`config.mk`:
```
export PLATFORM = sky130hd
export DESIGN_NAME = ni_flit_rx
export DESIGN_NICKNAME = d
export VERILOG_FILES = /design/src/rtl/ni_flit_rx.sv
export SDC_FILE = /design/constraint.sdc
export NUM_CORES = 1
export LEC_CHECK = 0
export CORE_MARGIN = 2
export CORE_UTILIZATION = 35
export CTS_CLUSTER_SIZE = 25
export DETAILED_ROUTE_END_ITERATION = 8
export GPL_ROUTABILITY_DRIVEN = 0
export PLACE_DENSITY = 0.63
export SLEW_MARGIN = 5
export SYNTH_ARGS = -nofsm -noshare
export SYNTH_HDL_FRONTEND = slang
export SYNTH_SLANG_ARGS = --single-unit
```
`constraint.sdc`:
```
create_clock -name clk -period 3.45 [get_ports clk]
set_input_delay 0.69 -clock clk [delete_from_list [all_inputs] [get_ports clk]]
set_output_delay 0.69 -clock clk [all_outputs]
set_load 0.005 [all_outputs]
```
`src/rtl/ni_flit_rx.sv`:
```
`default_nettype none
// ============================================================================
// Module      : ni_flit_rx
// Description : Network-interface flit receiver. Buffers 34-bit flits from the
//               router req/ack link in a FWFT FIFO, checks packet framing and
//               destination, and delivers payload words with sop/eop markers.
//               Counts delivered packets and framing errors.
// Revision    : 1.0 - initial release
// ============================================================================
module ni_flit_rx #(
    parameter int         DEPTH   = 4,
    parameter logic [3:0] NODE_ID = 4'd4
) (
    input  logic        clk,
    input  logic        rst,
    input  logic [33:0] in_flit,
    input  logic        in_req,
    output logic        out_ack,
    output logic [31:0] out_data,
    output logic        out_valid,
    input  logic        out_ready,
    output logic        out_sop,
    output logic        out_eop,
    output logic [3:0]  out_src,
    output logic [15:0] pkt_cnt,
    output logic [7:0]  err_cnt,
    output logic        err
);

    localparam int              c_aw    = (DEPTH > 1) ? $clog2(DEPTH) : 1;
    localparam int              c_cw    = c_aw + 1;
    localparam logic [c_cw-1:0] c_depth = c_cw'(DEPTH);

    localparam logic [1:0] c_ty_body   = 2'b00;
    localparam logic [1:0] c_ty_tail   = 2'b01;
    localparam logic [1:0] c_ty_head   = 2'b10;
    localparam logic [1:0] c_ty_single = 2'b11;

    typedef enum logic [1:0] {
        c_st_idle = 2'd0,
        c_st_pkt  = 2'd1,
        c_st_drop = 2'd2
    } state_t;

    logic [33:0]     r_mem [DEPTH];
    logic [c_aw-1:0] r_wr_ptr;
    logic [c_aw-1:0] r_rd_ptr;
    logic [c_cw-1:0] r_count;
    state_t          r_state;
    logic [3:0]      r_src;
    logic [15:0]     r_pkt_cnt;
    logic [7:0]      r_err_cnt;

    logic            w_push;
    logic            w_pop;
    logic            w_have;
    logic [33:0]     w_head;
    logic [1:0]      w_type;
    logic            w_hit;
    state_t          w_state_nxt;
    logic            w_valid;
    logic [31:0]     w_data;
    logic            w_sop;
    logic            w_eop;
    logic            w_err;
    logic            w_take_src;

    // Acceptance depends only on registered occupancy; a same-cycle pop never frees a slot early.
    assign out_ack = !rst && (r_count < c_depth);
    assign w_push  = in_req && out_ack;
    assign w_have  = !rst && (r_count != '0);
    assign w_head  = r_mem[r_rd_ptr];
    assign w_type  = w_head[33:32];
    assign w_hit   = (w_head[31:28] == NODE_ID);

    // FIFO storage; reads are qualified by occupancy so entries need no reset.
    always_ff @(posedge clk) begin
        if (w_push) begin
            r_mem[r_wr_ptr] <= in_flit;
        end
    end

    // FIFO pointers and occupancy.
    always_ff @(posedge clk) begin
        if (rst) begin
            r_wr_ptr <= '0;
            r_rd_ptr <= '0;
            r_count  <= '0;
        end else begin
            if (w_push) r_wr_ptr <= r_wr_ptr + 1'b1;
            if (w_pop)  r_rd_ptr <= r_rd_ptr + 1'b1;
            if (w_push && !w_pop) begin
                r_count <= r_count + 1'b1;
            end else if (!w_push && w_pop) begin
                r_count <= r_count - 1'b1;
            end
        end
    end

    // Framing classification of the FIFO head flit: deliver, discard or close a broken packet.
    always_comb begin
        w_state_nxt = r_state;
        w_pop       = 1'b0;
        w_valid     = 1'b0;
        w_data      = '0;
        w_sop       = 1'b0;
        w_eop       = 1'b0;
        w_err       = 1'b0;
        w_take_src  = 1'b0;
        if (w_have) begin
            case (r_state)
                c_st_pkt: begin
                    w_valid = 1'b1;
                    if (w_type == c_ty_body || w_type == c_ty_tail) begin
                        w_data = w_head[31:0];
                        w_eop  = (w_type == c_ty_tail);
                        if (out_ready) begin
                            w_pop = 1'b1;
                            if (w_type == c_ty_tail) w_state_nxt = c_st_idle;
                        end
                    end else begin
                        // Missing tail: emit a zero closing word; the new head stays queued
                        // and is classified again from IDLE.
                        w_eop = 1'b1;
                        if (out_ready) begin
                            w_err       = 1'b1;
                            w_state_nxt = c_st_idle;
                        end
                    end
                end
                default: begin
                    // IDLE and DROP share head handling; DROP suppresses error reporting.
                    case (w_type)
                        c_ty_head, c_ty_single: begin
                            if (w_hit) begin
                                w_valid = 1'b1;
                                w_data  = w_head[31:0];
                                w_sop   = 1'b1;
                                w_eop   = (w_type == c_ty_single);
                                if (out_ready) begin
                                    w_pop       = 1'b1;
                                    w_take_src  = 1'b1;
                                    w_state_nxt = (w_type == c_ty_single) ? c_st_idle : c_st_pkt;
                                end
                            end else begin
                                w_pop       = 1'b1;
                                w_err       = (r_state == c_st_idle);
                                w_state_nxt = (w_type == c_ty_head) ? c_st_drop : c_st_idle;
                            end
                        end
                        c_ty_body: begin
                            w_pop = 1'b1;
                            w_err = (r_state == c_st_idle);
                        end
                        default: begin
                            w_pop       = 1'b1;
                            w_err       = (r_state == c_st_idle);
                            w_state_nxt = c_st_idle;
                        end
                    endcase
                end
            endcase
        end
    end

    // Framing state, packet source latch and statistics counters.
    always_ff @(posedge clk) begin
        if (rst) begin
            r_state   <= c_st_idle;
            r_src     <= '0;
            r_pkt_cnt <= '0;
            r_err_cnt <= '0;
        end else begin
            r_state <= w_state_nxt;
            if (w_take_src) r_src <= w_head[27:24];
            if (w_valid && out_ready && w_eop) r_pkt_cnt <= r_pkt_cnt + 1'b1;
            if (w_err && (r_err_cnt != 8'hFF)) r_err_cnt <= r_err_cnt + 1'b1;
        end
    end

    assign out_valid = w_valid;
    assign out_data  = w_data;
    assign out_sop   = w_sop;
    assign out_eop   = w_eop;
    assign err       = w_err;
    // The head word already shows its own source; later words use the latched value.
    assign out_src   = w_sop ? w_head[27:24] : r_src;
    assign pkt_cnt   = r_pkt_cnt;
    assign err_cnt   = r_err_cnt;

endmodule
`default_nettype wire

```
==> results.py <==
metrics = {
    "clock_tree": {
        "cts_max_path_buffers": 2,
        "htreeDepth": 4,
        "cts_root_buffer": "clkbuf_16",
        "cts.clk_slew.worst_paths_ns": 0.07,
        "clock_latency_ns": 0.42,
        "cts-buffers-inserted": 17,
        "cts.sinks": 175,
        "cts_tree": "yes",
    },
    "status": {
        "status": "finished clean",
    },
    "yosys": {
        "synth.area.mux_share": 0.127,
        "syn_area_per_cell_um2": 15.5,
        "synth_area_leaders": "edfxtp_1 57%, dfxtp_1 11%, mux4_2 11%",
        "synth_simple_gate_area_frac": 0.111,
        "synth_common_cells": "136 x edfxtp_1, 39 x dfxtp_1, 34 x mux4_2",
        "ys_types": 46,
        "yosysMostFrequentCell": "edfxtp_1",
        "synth-compound-area-share": 0.0494,
        "ys_warn_count": 0,
        "yosysTopAreaCell": "edfxtp_1",
        "ys.flop_type": "edfxtp_1",
        "synth-seq-area-share": 0.673,
        "synthXorXnorAreaFrac": 0.00485,
        "synth_top_area_share": 0.565,
        "postSynthCellCount": 467,
        "syn_nets": 513,
        "synth_fa_ha_area_frac": 0.0149,
        "synth_top_family_by_area": "multiplexers",
        "synth_seq_cells": 175,
        "synth_area_um2": 7220,
        "synth_edf_count": 136,
        "ys_async_sr_fraction": 0,
    },
    "floorplanning": {
        "start_util": 0.357,
        "die_h_um": 148,
        "die_area_um2": 21800,
        "die_w_um": 148,
        "rows": 52,
        "ios": 103,
        "core_um2": 20200,
    },
    "layout": {
        "final_layout_size_suffix_gt1_frac": 0.190,
        "diodes": 0,
        "area_delta_synth_final_pct": 28.8,
        "num-nets-final": 634,
        "final_core_util": 0.460,
        "fin_area_um2": 9310,
    },
    "pwr": {
        "p_total_w": 0.00547,
        "leakagePower_nw": 3.20,
        "ir_drop_uv": 437,
        "power_density_nw_per_um2": 588,
    },
    "sta": {
        "finalCritPeriodShare": 0.993,
        "fin_hold_ws_ns": 0.485,
        "fin_setup_tns_ns": 0,
        "rsz0062_at_grt": "yes",
        "skew_ns": 0.0142,
        "tightest_slew_ns": 0.736,
        "max_freq_mhz": 292,
        "period_minus_slack_ns": 3.43,
        "slew_viol_final": 0,
        "relSlewSlack": 0.505,
        "hold_violations": 0,
        "final-setup-viol-count": 0,
    },
    "drt": {
        "routed_via_density": 5.12,
        "drtIter0Drc": 276,
        "routedWlPerCell_um": 17.5,
        "wl_um": 15200,
        "first_pass_iters": 5,
        "vias": 4460,
        "route.detailed.drc": 0,
        "ant_nets": 0,
    },
    "placed_design": {
        "dpl-instance-area_um2": 8660,
        "portBuffers": 102,
        "hpwl_um": 10000,
    },
    "critical_path": {
        "start_kind": "flip-flop",
        "worst-path-max-fanout": 6,
        "worstPathArrival_ns": 2.74,
        "worstSetupPathType": "flip-flop to primary output",
        "worstPathRequired_ns": 2.76,
        "endpoint_kind": "primary output",
        "r2r_setup_slack_ns": 0.17,
    },
    "worst_hold_path": {
        "worstHoldPathType": "flip-flop to flip-flop",
    },
    "grt": {
        "track_usage": 0.146,
        "grt_pass1_wl_um": 24500,
        "grt_pass1_vias": 4599,
        "antenna_found_initial": 0,
        "grt-ovfl-total": 0,
        "grt_max_degree": 32,
    },
    "job": {
        "cap_violations": 0,
    },
}
-- layout make-up --
cell class / instances / area [um^2]
well taps: 270 / 338
flip-flops and latches: 175 / 4870
fillers: 1764 / 10900
multi-input cells: 259 / 2280
clock buffers: 18 / 429
clock inverters: 14 / 173
repair buffers: 126 / 1180
inverters: 9 / 33.8
-- state kept, by name (all words and copies together), names as in the netlist, named ones only --
register,flops
r_wr_ptr,2
pkt_cnt,16
r_rd_ptr,2
r_mem,136
r_count,3
r_state,2
err_cnt,8
r_src,4
-- critical path, stage by stage, from the launching register on --
cell,delay (ns)
dfxtp_4,0.38
mux4_2,0.56
nor4b_4,0.32
buf_4,0.19
nand3_4,0.11
mux2_2,0.26
clkdlybuf4s50_1,0.49
-- metal layers --
layer  track usage  up-vias  routed length, um
li1              -     2074                  -
met1         0.186     2244               6720
met2         0.244      134               7550
met3        0.0460        8                900
met4        0.0332        0                 77
met5             0        -                  0
-- final timing paths --
path               from          to  depth (start not counted)
max           flip-flop  out_src[2]                          6
max reg2reg   flip-flop  r_count[2]                          9
min          err_cnt[5]  err_cnt[5]                          1
min reg2reg  err_cnt[5]  err_cnt[5]                          1
-- report_power, final --
group	total, W	internal (W)	switching [W]
clock network	0.00193	0.00110	0.000833
logic	0.00108	0.000556	0.000528
registers	0.00246	0.00240	0.0000630
-- cell usage in the layout, fill, tap and decap left out, types with 3 or more instances in the layout --
master           instances
and4_1                   3
nand3_1                 12
o31ai_1                 12
or3_1                    4
nor2b_2                  5
mux2i_1                 11
mux4_2                  34
clkbuf_16               17
edfxtp_1               136
o21ai_0                 10
inv_1                    9
nor3_1                  12
dlygate4sd2_1           31
and2_1                   3
and3_2                   4
a21oi_1                 21
ha_1                     7
inv_8                    4
and3_1                   3
or4_1                   13
nor2_1                  18
nand2_1                 17
clkdlybuf4s50_1         70
dfxtp_1                 37
nand2b_1                 3
nand4_1                  7
mux2_2                   4
buf_4                   23
nor2b_1                 24
-- through the flow --
step | cells | setup WS [ns]
final | 871 | 0.0239
after detailed placement | 837 | 0.0449
after global routing | 871 | -0.105
after floorplan | 467 | 0.217
after CTS | 871 | -0.0176
after global placement | 837 | 0.0973
-- cell families (layout without fill, tap and decap cells) --
logic type                 after synthesis  after routing
AOI/OAI and AO/OA                       57             57
and+or+nand+nor                        141            141
DFF                                    175            175
adders and majority gates                8              8
buffers and inverters                   33            167
xor gates and xnor gates                 4              4
muxes                                   49             49
-- what timing repair did --
action,in CTS,in global routing
setup endpoints to repair,37,9
resized for setup,43,4
pin swaps,2,2
hold buffers,0,0
buffers inserted,2,0
Note: power is estimated with default switching activity, not from simulation.
==> patch (same flow settings) <==
The 3 states of `state_t` get a one-hot encoding in 3 bits.
--- a/src/rtl/ni_flit_rx.sv
+++ b/src/rtl/ni_flit_rx.sv
@@ -37,8 +37,8 @@
     localparam logic [1:0] c_ty_single = 2'b11;
 
-    typedef enum logic [1:0] {
-        c_st_idle = 2'd0,
-        c_st_pkt  = 2'd1,
-        c_st_drop = 2'd2
+    typedef enum logic [2:0] {
+        c_st_idle = 3'b001,
+        c_st_pkt  = 3'b010,
+        c_st_drop = 3'b100
     } state_t;
 
Check against the original RTL: same outputs for any inputs over 4 cycles, from zero or initial values and one cycle with rst high; so few cycles prove little.
==> patch against the original RTL <==
Final cell count grew 3.7%. Area after synthesis grew 0.17%. Worst setup slack lost 84 ps. Routed wire length grew 4.9%. Sequential cell count grew 1. Power grew 2.0%. Critical endpoint is now out_data[23]. First-iteration DRC count shrank 26%. The run now ends with negative setup slack left. Combinational power grew 10%. Design area grew 3.8%.
==> patch: results (changes against the original RTL) <==
CTS
  • Latest clock arrival within the worst-skew pair: 420 ps (about the same)

Outcome
  • Failing checks: negative setup slack
  • Status: complete, but fails checks (was finished clean)

Power and ir drop
  • Maximum vdd drop: 0.388 mV (was 0.437 mV)
  • Leakage: 0.00361 uW (was 0.00320 uW)
  • P_int: 4110 uW (was 4050 uW)

Layout
  • Ant. Diodes: 0 (unchanged)
  • Share of cells above drive strength 1: 0.273 (was 0.190)
  • Layout Cells excl Fill: 903 (was 871)
  • Nets: 666 (was 634)

Synthesis
  • Syn Nets: 512 (was 513)
  • Sequential share of the synthesized area: 0.675 (was 0.673)
  • Top_reg_cell synth: edfxtp_1 (unchanged)
  • Synth warnings: 0 (unchanged)
  • Syn avg cell area: 15.5 um^2 (about the same)
  • Top cells by area in the synthesized netlist: edfxtp_1, dfxtp_1, mux4_2 (unchanged)
  • Synth unique cells: 50 (was 46)
  • Top post-synthesis cells by count: edfxtp_1, dfxtp_1, mux4_2 (unchanged)

Timing
  • # setup viols final: 15 (was 0)
  • Worst setup margin: -59.6 ps (was 23.9 ps)
  • Slew at the pin closest to its max-slew limit: 495 ps (was 736 ps)
  • Clock Skews: 13.1 ps (was 14.2 ps)

Routing
  • 1st-pass router iterations: 4 (was 5)
  • Total vias in the final route: 4556 (was 4460)
  • Routed len/inst: 17.7 um (was 17.5 um)
  • DR iter-0 viols: 204 (was 276)

Critical path
  • Worst-path fanout max: 5 (was 6)
  • CP delay by family, top: simple AND/OR/NAND/NOR gates (was multiplexers)
  • Arr. time, crit path: 2820 ps (was 2740 ps)

Placed design
  • Inst Count DP: 844 (was 837)
  • Post-DP HPWL: 10300 um (was 10000 um)

Global routing
  • Largest net degree at the start of global routing: 25 (was 32)
  • Vias in the first global route: 4564 (was 4599)
  • First-pass GRT wire length: 24600 um (was 24500 um)
  • Initial antenna violation count: 1 (was 0)
  • Total GRT Usage: 0.148 (was 0.146)

Worst hold path
  • Min-Delay Path Class: reg -> reg (unchanged)
patch: changes by cell type in the layout (fill, tap and decap cells not counted), sizes merged, moves of 7 or more:
| cell | unedited run | this run |
|---|---|---|
| buf | 24 | 60 |
| dlygate4sd2 | 31 | 9 |
| dlymetal6s2s | 1 | 14 |
| clkbuf | 18 | 27 |
| clkdlybuf4s50 | 70 | 62 |
| nor3 | 14 | 6 |
| or3 | 4 | 12 |
| or4 | 13 | 6 |
patch: kinds of logic after synthesis:
| logic type | after synthesis | synth area share |
|---|---|---|
| XOR/XNOR | 5 | 0.00605 |
| AND/OR/NAND/NOR | 140 | 0.110 |
| AO/OA/AOI/OAI | 56 | 0.0482 |
| flip-flops | 176 | 0.675 |
| multiplexers | 48 | 0.126 |
| adder cells (fa/ha/maj) | 8 | 0.0149 |
| buffers and inverters | 33 | 0.0188 |
patch: per-layer routing:
| metal | global-route usage | part of all wire | vias to the layer above |
|---|---|---|---|
| met5 | 0 | 0 | - |
| met4 | 0.0356 | 0.0070 | 0 |
| met3 | 0.0506 | 0.051 | 7 |
| met2 | 0.250 | 0.51 | 108 |
| met1 | 0.184 | 0.43 | 2315 |
| li1 | - | - | 2126 |
patch: worst min-delay path: stages (launching register included):
cell	delay, ps
dfxtp_1	320
o31ai_1	60
a21oi_1	50
patch: final timing paths:
check	start	cells after the start	slack, ps	to
setup / recovery	flop	10	-60	out_data[23]
setup reg to reg	flop	10	210	r_count[2]
hold reg to reg	pkt_cnt[15]	2	480	pkt_cnt[15]
hold / removal	pkt_cnt[15]	2	480	pkt_cnt[15]
patch: metrics by stage:
step | cell area (um^2) | setup TNS, ps | hold slack [ps] | worst slack (ps)
final | 9660 | -300 | 482 | -59.6
after global routing | 9660 | -3320 | 499 | -197
after CTS | 9420 | -2500 | 491 | -207
after detailed placement | 8730 | 0 | 476 | 85.4
after global placement | 8730 | 0 | 460 | 51.9
after floorplan | 7240 | 0 | 458 | 365
patch: cell type report:
type | count | area (um^2)
clock buffer | 17 | 425
multi-input combinational | 257 | 2340
sequential | 176 | 4890
timing repair buffer | 156 | 1460
inverter | 12 | 45.0
clock inverter | 15 | 164
fill | 1748 | 10600
tap | 270 | 338
patch: timing repair:
item | CTS | global route
pin swaps | 2 | 5
gates resized for setup | 37 | 84
setup endpoints to repair | 40 | 41
cloned | 1 | 1
setup buffers | 6 | 19
patch: power by group through the flow:
| stage | logic [uW] | registers, uW | clock network (uW) |
|---|---|---|---|
| 2_1_floorplan | 751 | 2510 | 0 |
| 3_3_place_gp | 1040 | 2530 | 0 |
| 3_5_place_dp | 1050 | 2550 | 0 |
| 4_1_cts | 1110 | 2500 | 1940 |
| 5_1_grt | 1300 | 2510 | 2030 |
| 6_report | 1190 | 2500 | 1890 |
